===== src/rtl/osc_freq_meter.sv =====
// Ring-oscillator frequency meter: counts synchronized rising edges of osc_in
// over a selectable clk window, latches the result and streams it out MSB first.
module osc_freq_meter #(
  parameter int CNT_W       = 12,
  parameter int SYNC_STAGES = 2
) (
  input  logic             clk,
  input  logic             rst,
  input  logic             osc_in,
  input  logic             start,
  input  logic             abort,
  input  logic [1:0]       gate_sel,
  output logic [CNT_W-1:0] count_out,
  output logic             overflow,
  output logic             busy,
  output logic             done,
  output logic             ser_out,
  output logic             ser_valid
);

  localparam int BIT_W = (CNT_W > 1) ? $clog2(CNT_W) : 1;
  localparam int WIN_W = 14;

  typedef enum logic [2:0] {
    S_IDLE,
    S_ARM,
    S_GATE,
    S_LATCH,
    S_SHIFT
  } state_t;

  state_t               r_state;
  state_t               w_next;
  logic                 w_latch;

  logic [SYNC_STAGES-1:0] r_sync;
  logic                 r_prev;
  logic                 w_synced;
  logic                 w_rise;

  logic [CNT_W-1:0]     r_cnt;
  logic                 r_ovf_flag;
  logic [WIN_W-1:0]     r_win;
  logic [WIN_W-1:0]     w_win_last;
  logic [1:0]           r_gsel;
  logic [CNT_W-1:0]     r_shift;
  logic [BIT_W-1:0]     r_bit;

  assign w_synced = r_sync[SYNC_STAGES-1];
  assign w_rise   = w_synced & ~r_prev;

  // Window length is fixed by the gate_sel value captured in ARM.
  always_comb begin
    case (r_gsel)
      2'd0:    w_win_last = WIN_W'(255);
      2'd1:    w_win_last = WIN_W'(1023);
      2'd2:    w_win_last = WIN_W'(4095);
      default: w_win_last = WIN_W'(16383);
    endcase
  end

  always_ff @(posedge clk or posedge rst) begin
    if (rst) begin
      r_state <= S_IDLE;
    end else begin
      r_state <= w_next;
    end
  end

  always_comb begin
    w_next    = r_state;
    w_latch   = 1'b0;
    busy      = (r_state != S_IDLE);
    ser_valid = (r_state == S_SHIFT);
    done      = (r_state == S_SHIFT) && (r_bit == '0);
    ser_out   = (r_state == S_SHIFT) && r_shift[CNT_W-1];
    case (r_state)
      S_IDLE:  if (start) w_next = S_ARM;
      S_ARM:   w_next = S_GATE;
      S_GATE:  if (r_win == w_win_last) w_next = S_LATCH;
      S_LATCH: begin
        w_next  = S_SHIFT;
        w_latch = 1'b1;
      end
      S_SHIFT: if (r_bit == BIT_W'(CNT_W-1)) w_next = S_IDLE;
      default: w_next = S_IDLE;
    endcase
    // Abort wins over everything, including a pending latch.
    if (abort) begin
      w_next  = S_IDLE;
      w_latch = 1'b0;
    end
  end

  always_ff @(posedge clk or posedge rst) begin
    if (rst) begin
      r_sync     <= '0;
      r_prev     <= 1'b0;
      r_cnt      <= '0;
      r_ovf_flag <= 1'b0;
      r_win      <= '0;
      r_gsel     <= 2'd0;
      r_shift    <= '0;
      r_bit      <= '0;
      count_out  <= '0;
      overflow   <= 1'b0;
    end else begin
      r_sync <= {r_sync[SYNC_STAGES-2:0], osc_in};
      r_prev <= w_synced;
      case (r_state)
        S_ARM: begin
          r_cnt      <= '0;
          r_win      <= '0;
          r_ovf_flag <= 1'b0;
          r_gsel     <= gate_sel;
        end
        S_GATE: begin
          r_win <= r_win + WIN_W'(1);
          if (w_rise) begin
            if (r_cnt == {CNT_W{1'b1}}) r_ovf_flag <= 1'b1;
            else                        r_cnt      <= r_cnt + CNT_W'(1);
          end
        end
        S_SHIFT: begin
          r_shift <= {r_shift[CNT_W-2:0], 1'b0};
          r_bit   <= r_bit + BIT_W'(1);
        end
        default: ;
      endcase
      if (w_latch) begin
        count_out <= r_cnt;
        overflow  <= r_ovf_flag;
        r_shift   <= r_cnt;
        r_bit     <= '0;
      end
    end
  end

endmodule


===== config.mk =====
export PLATFORM = sky130hd
export DESIGN_NAME = osc_freq_meter
export DESIGN_NICKNAME = d
export VERILOG_FILES = /design/src/rtl/osc_freq_meter.sv
export SDC_FILE = /design/constraint.sdc
export NUM_CORES = 1
export LEC_CHECK = 0
export CAP_MARGIN = 5
export CORE_ASPECT_RATIO = 2
export CORE_MARGIN = 8
export CORE_UTILIZATION = 52
export CTS_CLUSTER_SIZE = 20
export DETAILED_ROUTE_END_ITERATION = 6
export GPL_TIMING_DRIVEN = 0
export PLACE_DENSITY = 0.75
export SLEW_MARGIN = 20
export SYNTH_ARGS = -nofsm -noshare
export SYNTH_HDL_FRONTEND = slang
export SYNTH_SLANG_ARGS = --single-unit

===== constraint.sdc =====
create_clock -name clk -period 2 [get_ports clk]
set_clock_uncertainty 0.2 [all_clocks]
set_input_delay 0.3 -clock clk [delete_from_list [all_inputs] [get_ports clk]]
set_output_delay 0.3 -clock clk [all_outputs]
set_load 0.02 [all_outputs]

==> metrics.yaml <==
status:
  status: "complete, but fails checks"
  violations: "setup timing"
routing:
  dr.pass1.iters: 4
  drtIter0Drc: 152
  drtAntennaViolNets: 0
  drc: 0
  drt-total-wl_um: 7910
  vias_per_cell: 6.15
  num_vias: 2541
  routedWlPerCell_um: 19.2
flow_run:
  maxCapViolCount: 0
timing:
  setup_viol: 7
  holdWs_ps: 143
  tns_ps: -258
  finalCritPeriodShare_pct: 103
  period_needed_ps: 2070
  fmax_ghz: 0.483
  finalMaxSlewViolations: 0
  maxSlewHeadroom_pct: 54.2
  grt_setup_unrepaired: "true"
  hold_viol_final: 0
  tightest_slew_ps: 686
  setup_ws_ps: -68.8
global_routing:
  antenna_found_initial: 0
  grt_pass1_wl_um: 12600
  gr-total-overflow: 0
  grt_use_total_pct: 18.0
  grt_max_degree: 34
  first_global_vias: 2633
floorplanning:
  dieArea_mm2: 0.00874
  coreArea_mm2: 0.00571
  row_count: 39
  dieWidth_um: 70.2
  pin_count: 24
  start_util_pct: 53.5
  die_h_um: 124
setup_path:
  crit_required_ps: 1500
  r2r-start: "r_state[0]"
  regToRegSetupSlack_ps: -40
  path_max_fanout: 6
  worstReg2RegEnd: "r_cnt[6]"
  reg2reg_depth: 5
  crit_type: "flip-flop to primary output"
  crit_path_end: "done"
  worstSetupStartpointType: "flip-flop"
  crit_start: "r_state[1]"
  critPathArrivalTime_ps: 1570
  end_kind: "primary output"
placed_design:
  dp.cells: 370
  numPortBuffers: 23
  dp_hpwl_um: 4900
  dp_slack_ps: -726
  gp_congestion: 0.829
final_layout:
  drive_above_1_share_pct: 33.0
  multiInputGateArea_mm2: 0.00155
  synthToLayoutAreaGrowth_pct: 36.2
  num-fill-cells: 371
  fin_cells: 413
  seq_area_mm2: 0.00161
  nNetsFinal: 358
  n_antenna_cell: 0
cts:
  cts_tree: "done"
  cts_max_path_buffers: 2
  clkTransAtPathRegs_ps: 50
  cts_root_buf: "clkbuf_16"
  htreeDepth: 3
  cts.sinks: 64
  cts_buffers: 9
  clk_latency_ps: 330
logic_synthesis:
  ys.flop_type: "dfrtp_1"
  async_flop_share_pct: 100
  synth_top_cell_area_share_pct: 52.4
  synth_common_cells: "64 x dfrtp_1, 49 x nand2_1, 15 x mux2_2"
  synth-edff-count: 0
  synth_cells: 285
  synth_area_mm2: 0.00306
  synth_fp_nets: 296
  synth-seq-cells: 64
  ys_types: 46
  yosysSeqAreaShare_pct: 52.4
  synth_area_leaders: "dfrtp_1 52%, nand2_1 6.0%, mux2_2 5.5%"
  yosysTopAreaCell: "dfrtp_1"
  ys_warn_count: 0
  avgSynthCellArea_um2: 10.7
  synth_most_common_cell: "dfrtp_1"
power_and_ir_drop:
  fin_total_pwr_mw: 3.41
  leakage_nw: 1.88
  peakVddDrop_mv: 0.790
  power.density_mw_per_mm2: 820
worst_hold_path:
  hold_path_class: "flip-flop to flip-flop"
how the worst min path moves through the flow:
| stage | from | to | depth (start not counted) |
|---|---|---|---|
| after floorplan | r_sync[0] | r_sync[1] | 0 |
| after global placement | r_sync[0] | r_sync[1] | 0 |
| after detailed placement | r_sync[0] | r_sync[1] | 0 |
| after CTS | r_sync[0] | r_sync[1] | 0 |
| after global routing | r_sync[0] | r_sync[1] | 0 |
| final | r_sync[0] | r_sync[1] | 0 |
routing by layer:
metal,GRT usage [%],part of all wire [%]
met4,10.6,4.3
met2,31.8,56
met1,18.2,37
met5,0,0
met3,4.55,2.8
where the power goes:
part	internal [mW]	total [mW]	leakage [nW]	switching [mW]
sequential	1.38	1.47	0.863	0.0962
combinational	0.189	0.385	0.869	0.196
clock	1.03	1.56	0.150	0.530
logic make-up (layout without fill, tap and decap cells):
group	count (synthesis)	after routing	synth area share, %
AOI/OAI and AO/OA	59	59	14.0
xor gates and xnor gates	3	3	0.860
adders and majority gates	4	4	1.64
buffers and inverters	20	87	3.23
DFF	64	64	52.4
muxes	21	21	7.49
and+or+nand+nor	114	114	20.4
flip-flops by register name, summed over array words and instances, names as in the netlist:
register and count:
r_win 14, count_out 12, r_cnt 12, r_shift 12
r_bit 4, r_state 3, r_gsel 2, r_sync 2
overflow 1, r_ovf_flag 1, r_prev 1
repair_timing:
item	CTS	global route
pin swaps	15	13
buffers inserted	16	10
hold buffers	0	0
gates resized for setup	52	29
cloned	1	0
setup endpoints to repair	33	32
stage by stage:
stage | instance area (um^2) | util [%]
global placement | 3370 | 59.1
CTS | 3960 | 69.4
floorplan | 3070 | -
finish | 4160 | 72.9
global route | 4160 | 72.9
detailed placement | 3390 | 59.4
layout by cell type (no fill, tap or decap), drive strengths merged, types with 9 or more instances in the layout:
cell type	count
clkbuf	16
dfrtp	64
clkdlybuf4s50	19
buf	42
o21ai	13
nand2	49
nand4	9
mux2	15
a22oi	11
a21oi	10
nor2	13
cell type report:
cell class | instances | area share, %
well taps | 61 | 1.83
clock buffers | 13 | 6.25
plain buffers | 13 | 2.74
flip-flops and latches | 64 | 38.7
multi-input cells | 201 | 37.1
inverters | 7 | 0.721
repair buffers | 51 | 11.7
clock inverters | 3 | 0.962
worst max-delay path, cell delays in order (launching register included):
cell and delay [ps]:
dfrtp_1 410, buf_6 150, nor3b_4 200, clkbuf_8 200, and3_4 180, buf_6 110
(Power assumes the default switching activity.)
